[src/rtl/muldiv_pkg.sv]
// Shared opcode encoding, FSM state type and opcode classification helpers for the
// iterative M-extension unit.
package muldiv_pkg;

  localparam logic [4:0] OP_MUL    = 5'b01011;
  localparam logic [4:0] OP_MULH   = 5'b01100;
  localparam logic [4:0] OP_MULHSU = 5'b01101;
  localparam logic [4:0] OP_MULHU  = 5'b01110;
  localparam logic [4:0] OP_DIV    = 5'b01111;
  localparam logic [4:0] OP_DIVU   = 5'b10000;
  localparam logic [4:0] OP_REM    = 5'b10001;
  localparam logic [4:0] OP_REMU   = 5'b10010;

  typedef enum logic [1:0] {IDLE, CALC, FIX, DONE} state_t;

  function automatic logic is_legal(logic [4:0] op);
    return (op >= OP_MUL) && (op <= OP_REMU);
  endfunction

  function automatic logic is_div(logic [4:0] op);
    return op inside {OP_DIV, OP_DIVU, OP_REM, OP_REMU};
  endfunction

  function automatic logic is_rem(logic [4:0] op);
    return op inside {OP_REM, OP_REMU};
  endfunction

  // {rs1 signed, rs2 signed}
  function automatic logic [1:0] is_signed(logic [4:0] op);
    case (op)
      OP_MULH, OP_DIV, OP_REM: return 2'b11;
      OP_MULHSU:               return 2'b10;
      default:                 return 2'b00;
    endcase
  endfunction

endpackage

[src/rtl/muldiv_if.sv]
// Start/busy/valid request bus between the EX stage and muldiv_unit.
interface muldiv_if #(parameter int XLEN = 32);
  logic            START;
  logic [4:0]      SELECT;
  logic [XLEN-1:0] DATA1;
  logic [XLEN-1:0] DATA2;
  logic            KILL;
  logic            BUSY;
  logic            VALID;
  logic [XLEN-1:0] RESULT;

  modport master (output START, SELECT, DATA1, DATA2, KILL, input BUSY, VALID, RESULT);
  modport slave  (input START, SELECT, DATA1, DATA2, KILL, output BUSY, VALID, RESULT);
endinterface

[src/rtl/muldiv_iter_core.sv]
// One combinational iteration: UNROLL bits of shift-add multiply or restoring
// shift-subtract divide on the {hi,lo} accumulator.
module muldiv_iter_core #(
  parameter int XLEN   = 32,
  parameter int UNROLL = 1
) (
  input  logic            is_div,
  input  logic [XLEN-1:0] opd,
  input  logic [XLEN-1:0] hi_in,
  input  logic [XLEN-1:0] lo_in,
  output logic [XLEN-1:0] hi_out,
  output logic [XLEN-1:0] lo_out
);

  logic [XLEN:0] wide;
  logic [XLEN:0] diff;

  always_comb begin
    hi_out = hi_in;
    lo_out = lo_in;
    wide   = '0;
    diff   = '0;
    for (int i = 0; i < UNROLL; i++) begin
      if (is_div) begin
        // partial remainder stays below 2*divisor, so diff[XLEN] is exactly the borrow
        wide   = {hi_out, lo_out[XLEN-1]};
        diff   = wide - {1'b0, opd};
        lo_out = {lo_out[XLEN-2:0], ~diff[XLEN]};
        hi_out = diff[XLEN] ? wide[XLEN-1:0] : diff[XLEN-1:0];
      end else begin
        wide   = {1'b0, hi_out} + (lo_out[0] ? {1'b0, opd} : '0);
        lo_out = {wide[0], lo_out[XLEN-1:1]};
        hi_out = wide[XLEN:1];
      end
    end
  end

endmodule

[src/rtl/muldiv_unit.sv]
// Iterative MUL/DIV/REM execution unit with start/busy/valid handshake and KILL.
// MULDIV_FAST_MUL_EN: multiplies use a single-cycle (XLEN+1)x(XLEN+1) signed multiplier.
module muldiv_unit
  import muldiv_pkg::*;
#(
  parameter int XLEN   = 32,
  parameter int UNROLL = 1
) (
  input logic     CLK,
  input logic     RESET,
  muldiv_if.slave bus
);

  localparam int STEPS = XLEN / UNROLL;
  localparam int CW    = $clog2(STEPS) + 1;
  localparam logic [XLEN-1:0] MIN_NEG = {1'b1, {(XLEN-1){1'b0}}};

  state_t          state, state_nx;
  logic [CW-1:0]   cnt;
  logic [4:0]      op;
  logic [XLEN-1:0] hi, lo, opd, hi_nx, lo_nx, result_q;
  logic            neg_q, neg_r;

  logic            accept, a_neg, b_neg, special;
  logic [1:0]      sgn;
  logic [XLEN-1:0] mag_a, mag_b, special_val, fix_val;

  assign accept = (state == IDLE) && bus.START && !bus.KILL;
  assign sgn    = is_signed(bus.SELECT);
  assign a_neg  = sgn[1] & bus.DATA1[XLEN-1];
  assign b_neg  = sgn[0] & bus.DATA2[XLEN-1];
  assign mag_a  = a_neg ? -bus.DATA1 : bus.DATA1;
  assign mag_b  = b_neg ? -bus.DATA2 : bus.DATA2;

`ifdef MULDIV_FAST_MUL_EN
  logic signed [XLEN:0]     fa, fb;
  logic signed [2*XLEN+1:0] fprod;
  logic                     fast_unused;
  assign fa          = {a_neg, bus.DATA1};
  assign fb          = {b_neg, bus.DATA2};
  assign fprod       = fa * fb;
  assign fast_unused = ^fprod[2*XLEN+1:2*XLEN];
`endif

  // results that need no iteration are registered straight at accept
  always_comb begin
    special     = 1'b1;
    special_val = '0;
    if (!is_legal(bus.SELECT))
      special_val = '0;
    else if (is_div(bus.SELECT) && bus.DATA2 == '0)
      special_val = is_rem(bus.SELECT) ? bus.DATA1 : '1;
    else if (is_div(bus.SELECT) && sgn[0] && bus.DATA1 == MIN_NEG && bus.DATA2 == '1)
      special_val = is_rem(bus.SELECT) ? '0 : bus.DATA1;
`ifdef MULDIV_FAST_MUL_EN
    else if (!is_div(bus.SELECT))
      special_val = (bus.SELECT == OP_MUL) ? fprod[XLEN-1:0] : fprod[2*XLEN-1:XLEN];
`endif
    else
      special = 1'b0;
  end

  muldiv_iter_core #(.XLEN(XLEN), .UNROLL(UNROLL)) u_core (
    .is_div (is_div(op)),
    .opd    (opd),
    .hi_in  (hi),
    .lo_in  (lo),
    .hi_out (hi_nx),
    .lo_out (lo_nx)
  );

  logic [2*XLEN-1:0] prod_s;
  logic [XLEN-1:0]   quo_s, rem_s;

  always_comb begin
    prod_s  = neg_q ? -{hi, lo} : {hi, lo};
    quo_s   = neg_q ? -lo : lo;
    rem_s   = neg_r ? -hi : hi;
    if (is_div(op))
      fix_val = is_rem(op) ? rem_s : quo_s;
    else
      fix_val = (op == OP_MUL) ? prod_s[XLEN-1:0] : prod_s[2*XLEN-1:XLEN];
  end

  always_comb begin
    state_nx = state;
    case (state)
      IDLE: if (accept) state_nx = special ? DONE : CALC;
      CALC: if (cnt == CW'(1)) state_nx = FIX;
      FIX:  state_nx = DONE;
      DONE: state_nx = IDLE;
      default: state_nx = IDLE;
    endcase
    if (bus.KILL) state_nx = IDLE;
  end

  always_ff @(posedge CLK) begin
    if (RESET) state <= IDLE;
    else       state <= state_nx;
  end

  always_ff @(posedge CLK) begin
    if (RESET) begin
      result_q <= '0;
      cnt      <= '0;
      op       <= '0;
      hi       <= '0;
      lo       <= '0;
      opd      <= '0;
      neg_q    <= 1'b0;
      neg_r    <= 1'b0;
    end else if (accept) begin
      op    <= bus.SELECT;
      cnt   <= CW'(STEPS);
      hi    <= '0;
      lo    <= is_div(bus.SELECT) ? mag_a : mag_b;
      opd   <= is_div(bus.SELECT) ? mag_b : mag_a;
      neg_q <= a_neg ^ b_neg;
      neg_r <= a_neg;
      if (special) result_q <= special_val;
    end else if (state == CALC) begin
      hi  <= hi_nx;
      lo  <= lo_nx;
      cnt <= cnt - CW'(1);
    end else if (state == FIX && !bus.KILL) begin
      result_q <= fix_val;
    end
  end

  assign bus.BUSY   = (state != IDLE);
  assign bus.VALID  = (state == DONE);
  assign bus.RESULT = result_q;

endmodule

[src/flat_wrapper.sv]
// flat-port wrapper written by rule: the top's interface ports become plain ports
module muldiv_unit_flat import muldiv_pkg::*;
#(
  parameter int XLEN   = 32,
  parameter int UNROLL = 1
)
  (CLK, RESET, bus_START, bus_SELECT, bus_DATA1, bus_DATA2, bus_KILL, bus_BUSY, bus_VALID, bus_RESULT);
  muldiv_if #(.XLEN(XLEN)) bus_i ();
  input logic CLK;
  input logic RESET;
  input wire logic [$bits(bus_i.START)-1:0] bus_START;
  input wire logic [$bits(bus_i.SELECT)-1:0] bus_SELECT;
  input wire logic [$bits(bus_i.DATA1)-1:0] bus_DATA1;
  input wire logic [$bits(bus_i.DATA2)-1:0] bus_DATA2;
  input wire logic [$bits(bus_i.KILL)-1:0] bus_KILL;
  output wire logic [$bits(bus_i.BUSY)-1:0] bus_BUSY;
  output wire logic [$bits(bus_i.VALID)-1:0] bus_VALID;
  output wire logic [$bits(bus_i.RESULT)-1:0] bus_RESULT;
  assign bus_i.START = bus_START;
  assign bus_i.SELECT = bus_SELECT;
  assign bus_i.DATA1 = bus_DATA1;
  assign bus_i.DATA2 = bus_DATA2;
  assign bus_i.KILL = bus_KILL;
  assign bus_BUSY = bus_i.BUSY;
  assign bus_VALID = bus_i.VALID;
  assign bus_RESULT = bus_i.RESULT;
  muldiv_unit #(.XLEN(XLEN), .UNROLL(UNROLL)) u_core (.CLK(CLK), .RESET(RESET), .bus(bus_i));
endmodule
[config.mk]
export PLATFORM = sky130hd
export DESIGN_NAME = muldiv_unit_flat
export DESIGN_NICKNAME = d
export VERILOG_FILES = /design/src/rtl/muldiv_pkg.sv /design/src/rtl/muldiv_if.sv /design/src/rtl/muldiv_iter_core.sv /design/src/rtl/muldiv_unit.sv /design/src/flat_wrapper.sv
export SDC_FILE = /design/constraint.sdc
export NUM_CORES = 1
export LEC_CHECK = 0
export ABC_AREA = 0
export CORE_MARGIN = 4
export CORE_UTILIZATION = 60
export DETAILED_ROUTE_END_ITERATION = 8
export DONT_BUFFER_PORTS = 1
export GPL_TIMING_DRIVEN = 0
export PLACE_DENSITY = 0.84
export SYNTH_ARGS = -nofsm -noshare
export SYNTH_HDL_FRONTEND = slang
export SYNTH_SLANG_ARGS = --single-unit
[constraint.sdc]
create_clock -name CLK -period 3.3 [get_ports CLK]
set_input_delay 0.33 -clock CLK [delete_from_list [all_inputs] [get_ports CLK]]
set_output_delay 0.33 -clock CLK [all_outputs]
set_load 0.02 [all_outputs]
==> reports/results.ini <==
[timing]
slew_viol_final=0
hold_viol_final=0
period_share=1.11
rsz0062_at_grt=true
worst_slack_ns=-0.348
skew_ns=0.0192
fmax_mhz=274
period_minus_slack_ns=3.65
tightest_slew_ns=0.983
slew_headroom=0.342
setup_viol=21

[final_layout]
fin_util=0.705
final_cell_mix=263 x nand2_1, 204 x nor2_1, 179 x a21oi_1
seq_area_um2=2900
drive_gt1_frac=0.137
final_common_cell=nand2_1
fillerInstances=2021
multi_input_area_um2=11800
instances_no_fill=2516
fin_nets=2330
diodes=0
area_growth_syn_to_layout_pct=16.0

[drt]
postRouteAntennaNets=0
routed_via_density=7.04
routed_wirelength_mm=66.4
drt-initial-drc-count=2684
first_pass_iters=8
detail_route.wl_per_cell_um=26.4
drc=0
num_vias=17700

[floorplan]
io-pin-count=107
start_util=0.608
core.rowCount=57
dieArea_um2=27100
fp.dieW_um=165
coreArea_um2=24200
die_y_um=165

[clocking]
htreeDepth=4
root_buffer=clkbuf_16
cts_tree=built
cts_buffer_depth=2
worstSkewPairLatency_ns=0.45
clkTransAtPathRegs_ns=0.08
cts.sink_count=143
cts_buffers=17

[power_and_ir_drop]
swShare=0.425
p_clk_frac=0.284
p_comb_frac=0.422
p_per_area_nw_per_um2=408
seq_power_share=0.294
total_power_mw=6.97
p_switching_mw=2.97
ir_worst_vdd_uv=382
power_leakage_nw=6.54
p_int_mw=4.01

[run_status]
violations=negative setup slack
outcome=finished, violations left

[global_routing]
grt_pass1_vias=16100
grt-ovfl-total=0
track_usage=0.465
grt_max_degree=19
grt_pass1_wl_mm=95.6
antenna_found_initial=1

[placement]
globalplace.congestion=1.11
place.port_buffers=0
dp.cells=2445
place_hpwl_mm=50.9

[logic_synthesis]
synth_warnings=0
async_flop_share=0
synth.avg_cell_area_um2=6.95
ys.flop_type=dfxtp_1
ys_ff_latch=143
synth-seq-area-share=0.194
netlist_area_um2=14700
ys_types=77
synth_cells=2121
synth_edf_count=0
synth_nets=2272

[setup_path]
crit_path_end_kind=register
slowest_stage=a222oi_1
cp.required_ns=3.59
cp_cell_sequence=buf_8 -> or4_4 -> nor4_4 -> nand4_1 -> or4_4 -> o21ai_2 -> xnor2_1 -> a222oi_1 -> o32ai_1 -> nand2_1 -> a21oi_2
crit_type=register to register
worstSetupStartpointType=register
crit_arrival_ns=3.94
crit_top_cell=or4_4
worst-path-max-fanout=4
max_stage_delay_ns=0.73

[worst_hold_path]
min_path_type=input port to register

[job]
maxCapViolCount=0

-- cell families after synthesis --
| family | Yosys count | share of synthesized area |
|---|---|---|
| compound gates | 700 | 0.303 |
| fa+ha+maj | 78 | 0.0673 |
| xor+xnor | 202 | 0.120 |
| buf+inv | 224 | 0.0585 |
| flops | 143 | 0.194 |
| simple gates | 740 | 0.233 |
| mux | 34 | 0.0236 |
-- critical path, delay by kind of cell, from the launching register on --
| family | cells | cell delay [ns] |
|---|---|---|
| AOI/OAI and AO/OA | 4 | 1.16 |
| DFF | 1 | 0.34 |
| xor gates and xnor gates | 1 | 0.08 |
| and+or+nand+nor | 5 | 1.78 |
| buffers and inverters | 1 | 0.13 |
-- flip-flops by register name, indices dropped and copies added (netlist names), 2 cells and up --
| register | flops |
|---|---|
| u_core.lo | 32 |
| u_core.cnt | 6 |
| u_core.hi | 32 |
| u_core.bus.RESULT | 32 |
| u_core.opd | 32 |
| u_core.state | 2 |
| u_core.op | 5 |
-- synthesized netlist by cell type (all sizes together) (11+ instances only) --
master | number | area (um^2)
inv | 59 | 221
nand3 | 45 | 225
o21bai | 15 | 113
a31oi | 30 | 188
and2 | 12 | 75.1
a221oi | 14 | 123
a211oi | 34 | 255
o31ai | 30 | 225
nor3 | 45 | 230
a21o | 41 | 308
ha | 76 | 951
a21oi | 185 | 926
or2 | 19 | 124
clkbuf | 139 | 523
buf | 25 | 114
nor4 | 13 | 87.6
nand4 | 18 | 113
o21ai | 165 | 830
nand2b | 18 | 113
o22ai | 11 | 68.8
o41ai | 16 | 140
o21a | 16 | 120
nand2 | 267 | 1000
dfxtp | 143 | 2860
nor2b | 12 | 75.1
or3 | 21 | 136
o211ai | 81 | 608
nor2 | 212 | 796
xnor2 | 107 | 937
mux2i | 28 | 280
or4 | 29 | 229
xor2 | 95 | 832
-- worst paths after layout --
kind | from | end | slack, ns | cells past startpoint
setup / recovery | u_core.hi[2]$_SDFFE_PP0P_ | u_core.bus.RESULT[27]$_SDFFE_PP0P_ | -0.35 | 11
hold / removal | bus_SELECT[0] | u_core.op[0]$_SDFFE_PP0P_ | 0.02 | 2
setup reg to reg | u_core.hi[2]$_SDFFE_PP0P_ | u_core.bus.RESULT[27]$_SDFFE_PP0P_ | -0.35 | 11
hold reg to reg | u_core.opd[20]$_SDFFE_PP0P_ | u_core.opd[20]$_SDFFE_PP0P_ | 0.46 | 2
-- stage by stage --
step           worst slack, ns  hold slack (ns)  cell area, um^2  TNS, ns
6_report                -0.348           0.0170            17100    -2.37
4_1_cts                 -0.230           0.0118            16400    -1.16
2_1_floorplan          0.00946            0.409            14700        0
5_1_grt                 -0.334           0.0118            17100    -1.57
3_5_place_dp             -1.48            0.415            15100   -56.95
3_3_place_gp             -1.37            0.413            15100   -52.51
-- power groups by stage --
| stage | logic (mW) | registers [mW] | clock network [mW] |
|---|---|---|---|
| floorplan | 1.70 | 2.00 | 0 |
| finish | 2.94 | 2.05 | 1.98 |
| global placement | 2.34 | 2.05 | 0 |
| global route | 3.07 | 2.06 | 2.03 |
| detailed placement | 2.38 | 2.06 | 0 |
| CTS | 2.62 | 2.03 | 1.96 |
-- cell type report --
| cell class | instances | share of cell area |
|---|---|---|
| clock buffers | 17 | 0.0249 |
| repair buffers | 53 | 0.0266 |
| plain buffers | 149 | 0.0417 |
| multi-input cells | 1755 | 0.688 |
| inverters | 60 | 0.0139 |
| clock inverters | 15 | 0.0113 |
| flip-flops and latches | 143 | 0.170 |
| well taps | 324 | 0.0237 |
-- repair_timing --
item	4_1_cts	5_1_grt
endpoints found under the setup margin	65	65
gates resized for setup	148	146
pin swaps	50	71
gates cloned	0	3
buffers inserted	20	30
hold endpoints to repair	2	0
hold buffers	1	0
-- layer usage --
| metal | up-vias | GRT usage | routed length, um |
|---|---|---|---|
| met1 | 8175 | 0.595 | 24300 |
| met3 | 357 | 0.154 | 9700 |
| met2 | 1404 | 0.669 | 27000 |
| met4 | 2 | 0.294 | 5370 |
| met5 | - | 0.0227 | 77 |
| li1 | 7778 | - | - |
Power figures use the tool's default switching activity.
==> edit 1: new RTL, config.mk and constraints unchanged <==
`XLEN` is set to 32 in 4 places; all go to 16.
--- a/src/rtl/muldiv_if.sv
+++ b/src/rtl/muldiv_if.sv
@@ -1,5 +1,5 @@
 // Start/busy/valid request bus between the EX stage and muldiv_unit.
-interface muldiv_if #(parameter int XLEN = 32);
+interface muldiv_if #(parameter int XLEN = 16);
   logic            START;
   logic [4:0]      SELECT;
   logic [XLEN-1:0] DATA1;
--- a/src/rtl/muldiv_iter_core.sv
+++ b/src/rtl/muldiv_iter_core.sv
@@ -1,7 +1,7 @@
 // One combinational iteration: UNROLL bits of shift-add multiply or restoring
 // shift-subtract divide on the {hi,lo} accumulator.
 module muldiv_iter_core #(
-  parameter int XLEN   = 32,
+  parameter int XLEN   = 16,
   parameter int UNROLL = 1
 ) (
   input  logic            is_div,
--- a/src/rtl/muldiv_unit.sv
+++ b/src/rtl/muldiv_unit.sv
@@ -3,7 +3,7 @@
 module muldiv_unit
   import muldiv_pkg::*;
 #(
-  parameter int XLEN   = 32,
+  parameter int XLEN   = 16,
   parameter int UNROLL = 1
 ) (
   input logic     CLK,
--- a/src/flat_wrapper.sv
+++ b/src/flat_wrapper.sv
@@ -1,7 +1,7 @@
 // flat-port wrapper written by rule: the top's interface ports become plain ports
 module muldiv_unit_flat import muldiv_pkg::*;
 #(
-  parameter int XLEN   = 32,
+  parameter int XLEN   = 16,
   parameter int UNROLL = 1
 )
   (CLK, RESET, bus_START, bus_SELECT, bus_DATA1, bus_DATA2, bus_KILL, bus_BUSY, bus_VALID, bus_RESULT);
Interface: changed (resized bus_DATA1, bus_DATA2 and bus_RESULT); port bits go from 107 to 59. No check against the original RTL was run, so the function may have changed too.
==> edit 1 against the unedited design <==
Sequential cell count fell by 65. Worst setup slack gained 440 ps. First-iteration DRC count decreased by 56%. Synthesized area fell by 48%. Combinational power decreased by 58%. Total power shrank 53%. Sequential power is 46% lower. Global-route usage is 11 points lower. Maximum frequency up 14%. Cell area down 51%. Routed wire length decreased by 60%. Core utilization decreased by 4.4 points.
==> edit 1: results (changes against the unedited design) <==
* Status: completed
* DR iter-0 viols at 1,189 (-56%)
* Cells after DPL at 1,273 (-48%)
* Tot Pwr at 3.28 mW (-53%)
* Initial antenna violation count at 0 (-1)
* Grt met1 use at 45.4% (-14 points)
* Worst slew pin tran at 1000 ps (+19.5 ps)
* Synth Area in Adders at 7.65% (+0.92 points)
* DPL Wire Length at 20,200 um (-60%)
* CTS Buf Count at 9 (-8)
* CTS resizes at 9 (-94%)
* H-tree depth at 3 (-1)
* Routability cong. at 1.01 (-9.2%)
* Hold Path Sink: u_core.state[1]
* Register area share after synthesis at 20.2% (+0.79 points)
* Sequential power share at 33.6% (+4.2 points)
* Final Non-Filler Cells at 1,294 (-49%)
* Pre-CTS WS at -559 ps (+916 ps)
* Fmax achieved at 0.312 GHz (+14%)
* Share of layout cells above drive strength 1 at 5.97% (-7.8 points)
* Clk slew on worst S/H paths at 60 ps (-20 ps)
* Synth Net Count at 1,188 (-48%)
* Crit. Startpoint: u_core.hi[0]
* CTS sink cnt at 78 (-45%)
* Setup bufs post-CTS at 2 (-90%)
* Worst Setup EP: u_core.hi[8]
* Number of global-route vias before repair at 7,842 (-51%)
* Top cells by count, synth: nand2_1, nor2_1, dfxtp_1, a21oi_1, o21ai_0
* Worst vdd ir at 0.000417 V (+9.3%)
[edit 1: changes by cell type in the layout (fill, tap and decap cells not counted), sizes merged, moves of 65 or more]
cell and delta:
a21oi -110, o21ai -94, clkbuf -66, nand2 -109, nor2 -100, dfxtp -65
[edit 1: cell type report]
cell class | count | area (um2)
Fill cell | 1140 | 4280
Inverter | 36 | 136
Clock inverter | 3 | 20.0
Buffer | 76 | 314
Timing Repair Buffer | 5 | 37.5
Multi-Input combinational cell | 911 | 5800
Tap cell | 172 | 215
Clock buffer | 13 | 250
Sequential cell | 78 | 1570
[edit 1: per-layer routing]
layer,up-vias,part of all wire (%)
li1,4006,-
met1,4026,39
met2,577,44
met3,102,12
met4,0,5.1
met5,-,0
[edit 1: critical path, cell delays in order (launching register included)]
cell and delay (ps):
dfxtp_2 470, inv_1 210, fa_1 480, nor2b_1 180, o31a_1 260, o221ai_4 160
nor4b_1 180, nor3_2 340, buf_4 190, mux2_2 320, o21ai_0 170, a21oi_1 90
==> edit 2: new RTL, same settings <==
Without the edit above. The 4 states of `state_t` get a one-hot encoding in 4 bits.
--- a/src/rtl/muldiv_pkg.sv
+++ b/src/rtl/muldiv_pkg.sv
@@ -11,7 +11,7 @@
   localparam logic [4:0] OP_REM    = 5'b10001;
   localparam logic [4:0] OP_REMU   = 5'b10010;
 
-  typedef enum logic [1:0] {IDLE, CALC, FIX, DONE} state_t;
+  typedef enum logic [3:0] {IDLE = 4'b0001, CALC = 4'b0010, FIX = 4'b0100, DONE = 4'b1000} state_t;
 
   function automatic logic is_legal(logic [4:0] op);
     return (op >= OP_MUL) && (op <= OP_REMU);
Function: no difference found for any inputs over 4 cycles, from zero or initial values and one cycle with RESET high; so few cycles prove little.
==> edit 2 against the unedited design <==
Cell area is 0.86% lower. Sequential share of layout area is 0.23 points higher. Sequential power is 6% lower. Worst setup slack better by 350 ps. Sequential cell count is 2 higher. Hold slack better by 0.82 ps. Clock power is 5% higher. Combinational power is 45% lower. First-iteration DRC count is 6.9% lower. Synthesized area is 0.96% higher. Routed wire length is 0.30% higher. Total power is 19% lower. Non-clock buffer count is 21 lower. Critical path type unchanged. Highest routed layer unchanged.
==> edit 2: results (changes against the unedited design) <==
* Seq area share at 17.2% (+0.23 points)
* Drt total wl at 66,600 um (+0.30%)
* Hold Slack at 17.9 ps (+0.821 ps)
* Number of global-route vias before repair at 16,500 (+2.8%)
* Largest net degree at the start of global routing at 17 (-2)
* Synth top area cells: dfxtp_1, nand2_1, xor2_1
* Slowest CP cell: dfxtp_4
* Setup bufs post-CTS at 17 (-15%)
* Share of layout cells above drive strength 1 at 11.2% (-2.5 points)
* Fraction of area in multi-input gates at 69.6% (+0.79 points)
* Status: completed
* Cells after DPL at 2,466 (+0.86%)
* Nets at 2,329 (-0.043%)
* Routed WL per cell at 26.4 um (+0.11%)
* Largest fanout on the critical path at 10 (+6)
* Routability cong. at 1.04 (-5.9%)
* M1 WL at 23,700 um (-2.7%)
* Placement-stage cell area at 15,300 um2 (+0.95%)
* Combinational share of power at 28.6% (-14 points)
* Buffers, non-clock at 181 (-10%)
* Worst slew margin at 20.5% (-14 points)
* Non-Clock Buffer Area Fraction at 5.83% (-1.0 points)
* Register area share after synthesis at 19.5% (+0.084 points)
* First drt pass iteration count at 9 (+1)
* Comb pwr at 1.61 mW (-45%)
* R2R setup slack at 0.5 ps (+350 ps)
* Routed wl met2 at 28,300 um (+5.1%)
* DPL Wire Length at 51,000 um (+0.19%)
* Top cells by count, synth: nand2_1, nor2_1, a21oi_1, o21ai_0, dfxtp_1
* Inverters excl. clock at 64 (+6.7%)
* Lkg Pwr at 6.38 nW (-2.5%)
* Clk_skew at 13.5 ps (-5.71 ps)
* Sequential power share at 34.3% (+4.9 points)
* # diodes at 1 (+1)
* Worst vdd ir at 0.000268 V (-30%)
* Fill count at 2,005 (-0.79%)
* CP arrival at 3620 ps (-320 ps)
* Overall Global Routing Usage at 47.4% (+0.86 points)
* DR iter-0 viols at 2,499 (-6.9%)
* Pre-CTS WS at -1670 ps (-193 ps)
* Cell variety after synth at 82 (+6.5%)
-- edit 2: cell count changes in the layout (fill, tap and decap cells not counted), moves of 20 or more --
cell	before	now
o211ai_1	81	16
o21ai_0	113	136
nor2_1	204	184
a2111oi_0	1	22
nand3_1	44	68
nand2_1	263	316
a22oi_1	2	25
-- edit 2: kinds of logic after synthesis --
kind of cell             count (synthesis)  synth area share (%)
AND/OR/NAND/NOR                        801                  25.3
AO/OA/AOI/OAI                          652                  28.1
buffers and inverters                  224                  5.88
XOR/XNOR                               206                  12.1
flip-flops                             145                  19.5
adder cells (fa/ha/maj)                 73                  6.24
multiplexers                            41                  2.78
-- edit 2: worst paths after layout --
| kind | depth (start not counted) | to | start |
|---|---|---|---|
| worst max-delay path | 13 | u_core.hi[16] | u_core.lo[31] |
| worst min-delay path | 2 | u_core.state[0] | bus_KILL |
| worst max register to register | 13 | u_core.hi[16] | u_core.lo[31] |
| worst min register to register | 2 | u_core.opd[2] | u_core.opd[2] |
